**src/rtl/adder8_result_fifo.sv**
```systemverilog
// adder8_result_fifo: DEPTH-entry show-ahead FIFO of 9-bit adder results {carry, sum} with a saturating carry counter.
// Optional running total of accepted results on acc_total when RESULT_ACCUM_EN is defined.
module adder8_result_fifo #(
    parameter int DEPTH = 4,
    localparam int CW = $clog2(DEPTH + 1)
) (
    input  logic          clk,
    input  logic          rst,
    input  logic          flush,
    input  logic          in_valid,
    output logic          in_ready,
    input  logic [7:0]    in_sum,
    input  logic          in_carry,
    output logic          out_valid,
    input  logic          out_ready,
    output logic [8:0]    out_data,
    output logic [CW-1:0] count,
    output logic [7:0]    carry_cnt
`ifdef RESULT_ACCUM_EN
    ,
    output logic [15:0]   acc_total
`endif
);
    localparam int AW = $clog2(DEPTH);
    logic [8:0]    mem [DEPTH];
    logic [AW-1:0] wr_ptr, rd_ptr;
    logic          push, pop, wr_en;
    // handshake qualifiers; flush suppresses any same-cycle transfer
    always_comb begin
        in_ready  = count != CW'(DEPTH);
        out_valid = count != '0;
        push      = in_valid & in_ready;
        pop       = out_valid & out_ready;
        wr_en     = push & ~flush;
        out_data  = out_valid ? mem[rd_ptr] : 9'h000;
    end
    // storage is deliberately left unreset; only pointers and count define validity
    always_ff @(posedge clk) begin
        if (wr_en) mem[wr_ptr] <= {in_carry, in_sum};
    end
    // pointers and occupancy
    always_ff @(posedge clk or posedge rst) begin
        if (rst) begin
            wr_ptr <= '0;
            rd_ptr <= '0;
            count  <= '0;
        end else if (flush) begin
            wr_ptr <= '0;
            rd_ptr <= '0;
            count  <= '0;
        end else begin
            if (push) wr_ptr <= wr_ptr + AW'(1);
            if (pop) rd_ptr <= rd_ptr + AW'(1);
            if (push & ~pop) count <= count + CW'(1);
            else if (pop & ~push) count <= count - CW'(1);
        end
    end
    // saturating count of accepted carry-out results, survives flush
    always_ff @(posedge clk or posedge rst) begin
        if (rst) carry_cnt <= '0;
        else if (wr_en & in_carry & (carry_cnt != 8'hFF)) carry_cnt <= carry_cnt + 8'd1;
    end
`ifdef RESULT_ACCUM_EN
    // running modulo-2^16 total of accepted results, cleared by flush
    always_ff @(posedge clk or posedge rst) begin
        if (rst) acc_total <= '0;
        else if (flush) acc_total <= '0;
        else if (push) acc_total <= acc_total + {7'b0, in_carry, in_sum};
    end
`endif
endmodule

```
**config.mk**
```make
export PLATFORM = sky130hd
export DESIGN_NAME = adder8_result_fifo
export DESIGN_NICKNAME = d
export VERILOG_FILES = /design/src/rtl/adder8_result_fifo.sv
export SDC_FILE = /design/constraint.sdc
export NUM_CORES = 1
export LEC_CHECK = 0
export BUFFER_PORTS_ARGS = -buffer_cell sky130_fd_sc_hd__buf_2
export CAP_MARGIN = 20
export CORE_MARGIN = 8
export CORE_UTILIZATION = 59
export CTS_CLUSTER_DIAMETER = 80
export DETAILED_ROUTE_END_ITERATION = 8
export PLACE_DENSITY_LB_ADDON = 0.08
export SYNTH_ARGS = -nofsm -noshare
export SYNTH_HDL_FRONTEND = slang
export SYNTH_SLANG_ARGS = --single-unit
```
**constraint.sdc**
```tcl
create_clock -name clk -period 4.6 [get_ports clk]
set_input_delay 0.92 -clock clk [delete_from_list [all_inputs] [get_ports clk]]
set_output_delay 0.92 -clock clk [all_outputs]
set_load 0.03 [all_outputs]
```
==> impl_metrics.csv <==
group,metric,value,unit
outcome,status,"completed",
global_routing,antenna_found_initial,0,
power,seq_power_share,0.446,
hold_path,holdPathStages,1,
hold_path,hp-start,"carry_cnt[5]$_DFFE_PP0P_",
clock_tree,cts.sinks,51,
clock_tree,cts_setup_buffers,0,
synthesis,yosys_warnings,0,
route,vias,1309,
clock_tree,cts_tree,"built",
setup_path,timing.rr.end,"count[2]$_DFFE_PP0P_",
route,firstDrtPassIters,4,
placement,portBuffers,35,
layout,antennaDiodeCount,0,
route,detail-route-antenna-nets,0,
layout,regArea,1456,um^2
synthesis,syn_inst,152,
setup_path,crit_type,"register to output port",
power,comb_power_share,0.363,
sta,drv_slew,0,
floorplanning,die_w,78.11,um
global_routing,grtUsageTotal,0.1337,
setup_path,ff2ff_path_depth,6,
floorplanning,dieHeight,78.11,um
global_routing,grt_pass1_vias,1368,
hold_path,min_path_type,"register to register",
layout,multi_input_area,765.7,um^2
setup_path,arrival,1.97,ns
power,p_leak,1.028,nW
setup_path,r2r_setup_slack,2.09,ns
clock_tree,hold_buffers,0,
synthesis,synth_area_per_cell,14.97,um^2
setup_path,cp-end-kind,"output port",
power,finalPower,0.001401,W
floorplanning,initial_core_util,0.6170,
sta,rsz0062_at_grt,"false",
clock_tree,clk_pin_slew,0.09,ns
setup_path,r2r_start,"count[1]$_DFFE_PP0P_",
clock_tree,numCtsBuffers,5,
floorplanning,num_rows,22,
hold_path,hold_end,"carry_cnt[5]$_DFFE_PP0P_",
placement,post-dp-hpwl,2840,um
synthesis,syn_area,2276,um^2
floorplanning,ios,36,
layout,drive_gt1_frac,0.3421,
power,switching_share,0.3793,
sta,hold_viol,0,
synthesis,yosys.area.top_type,"edfxtp_1",
synthesis,ys_ff_latch,51,
power,power_density,542.4,nW/um^2
setup_path,critPathMaxFanout,11,
synthesis,ys_seq_area_frac,0.6399,
sta,period_needed,2.890,ns
clock_tree,h-tree-depth,2,
clock_tree,clk_path_buf_depth,2,
setup_path,required,3.68,ns
route,via_per_inst,5.500,
synthesis,synth_cell_types,32,
sta,fin_crit_sh,0.6282,
global_routing,grt_max_degree,17,
setup_path,critPathLaunchType,"register",
power,clkPwrFrac,0.191,
route,dr.first_iter.drc_count,86,
sta,setup_tns,0,ns
sta,max_slew_margin,0.5841,
synthesis,synth_top_area_share,0.4750,
global_routing,grt-ovfl-total,0,
clock_tree,insertion_delay,0.30,ns
global_routing,grt_pass1_wl,6472,um
placement,dpl-instance-area,2484,um^2
route,drc_errors,0,
job,cap_violations,0,
power,switchingPower,0.0005313,W
layout,nFillCells,276,
sta,skew,0.003636,ns
floorplanning,core_area,3689,um^2
power,internal_power,0.0008695,W
synthesis,synth.area.top_cells,"edfxtp_1 (47%), dfrtp_1 (16%), mux4_2 (8.9%)",
placement,gp_congestion,0.7482,
synthesis,syn-num-nets,172,
layout,syn2layout_area_growth,13.47,%
sta,tightest_slew,0.6238,ns
sta,setup_viol_count_final,0,
sta,max_freq,0.3461,GHz
clock_tree,cts_resized,0,
layout,final_nets,209,
power,peakVddDrop,0.0003135,V
clock_tree,root_buffer,"clkbuf_8",
layout,stdcell_area,2582,um^2
floorplanning,die_area,6101,um^2
route,wl_per_cell,16.63,um
route,wl,3957,um
[sequential cells by signal, indices dropped and copies added, names as in the netlist]
register and flops:
wr_ptr 2, count 3, mem 36, carry_cnt 8
rd_ptr 2
[cell usage after synthesis]
master and n:
nand4_1 1, or4_2 1, nand2b_1 2, buf_2 1, and3b_2 1, mux2_2 6
a21oi_1 2, or3_2 1, fa_1 1, o22ai_1 2, o21ai_0 2, clkbuf_1 3
and3_1 1, and4_4 1, xnor2_1 2, nor3_1 4, nand2_1 9, dfrtp_1 15
edfxtp_1 36, mux2_4 1, nand2_4 1, or3b_1 1, a41oi_1 1, and2_4 1
xor2_1 5, inv_1 7, buf_6 1, nor2_1 9, ha_1 5, mux4_2 9
and2_1 13, nand3_1 7
[critical path, stage by stage, from the launching register on]
cell	delay, ns
dfrtp_1	0.75
mux4_2	0.58
and2_1	0.17
buf_2	0.17
[area by class of cell]
| cell class | count | area share |
|---|---|---|
| clock buffers | 6 | 0.03198 |
| clock inverters | 2 | 0.006298 |
| inverters | 7 | 0.01017 |
| multi-input cells | 89 | 0.2965 |
| flip-flops and latches | 51 | 0.5640 |
| well taps | 48 | 0.02326 |
| repair buffers | 35 | 0.06783 |
[layout by cell type, fill, tap and decap left out, types with 2 or more instances in the layout]
cell / instances
a21oi_1: 2
and2_1: 13
buf_2: 35
clkbuf_8: 6
dfrtp_1: 15
edfxtp_1: 36
ha_1: 5
inv_1: 7
mux2_2: 6
mux4_2: 9
nand2_1: 9
nand2b_1: 2
nand3_1: 7
nor2_1: 9
nor3_1: 4
o21ai_0: 2
o22ai_1: 2
xnor2_1: 2
xor2_1: 5
[metrics by stage]
step / instances / worst slack [ns] / hold WS [ns] / util
3_3_place_gp: 230 / 2.013 / 0.5219 / 0.6733
2_1_floorplan: 152 / 1.929 / 0.5425 / -
4_1_cts: 238 / 1.664 / 0.5402 / 0.7001
5_1_grt: 238 / 1.571 / 0.5588 / 0.7001
6_report: 238 / 1.710 / 0.5362 / 0.7001
3_5_place_dp: 230 / 1.999 / 0.5246 / 0.6733
[metal layers]
| metal | up-vias | share of wire | global-route usage |
|---|---|---|---|
| li1 | 628 | - | - |
| met1 | 644 | 0.43 | 0.1606 |
| met2 | 31 | 0.50 | 0.2162 |
| met3 | 6 | 0.054 | 0.04442 |
| met4 | 0 | 0.016 | 0.05556 |
| met5 | - | 0 | 0 |
[worst max path at each step]
stage                           from                   end  slack (ns)  depth (start not counted)
2_1_floorplan   count[1]$_DFFE_PP0P_  count[2]$_DFFE_PP0P_        1.93                          7
3_3_place_gp   rd_ptr[0]$_DFFE_PP0P_           out_data[7]        2.01                          3
3_5_place_dp   rd_ptr[0]$_DFFE_PP0P_           out_data[4]        2.00                          3
4_1_cts        rd_ptr[0]$_DFFE_PP0P_           out_data[4]        1.66                          3
5_1_grt        rd_ptr[0]$_DFFE_PP0P_           out_data[7]        1.57                          3
6_report       rd_ptr[0]$_DFFE_PP0P_           out_data[4]        1.71                          3
[cell families (layout without fill, tap and decap cells)]
family | Yosys count | in the layout | synth area share
AO/OA/AOI/OAI | 7 | 7 | 0.01814
XOR/XNOR | 7 | 7 | 0.02694
adder cells (fa/ha/maj) | 6 | 6 | 0.03628
buffers and inverters | 12 | 50 | 0.02364
AND/OR/NAND/NOR | 53 | 53 | 0.1297
flip-flops | 51 | 51 | 0.6399
multiplexers | 16 | 16 | 0.1253
[power by group through the flow]
stage	logic (W)	registers (W)	clock network, W
after detailed placement	0.000516	0.000635	0
after CTS	0.000517	0.000625	0.000270
final	0.000509	0.000625	0.000267
after global placement	0.000505	0.000632	0
after global routing	0.000550	0.000638	0.000287
after floorplan	0.000361	0.000654	0
Power figures use the tool's default switching activity.
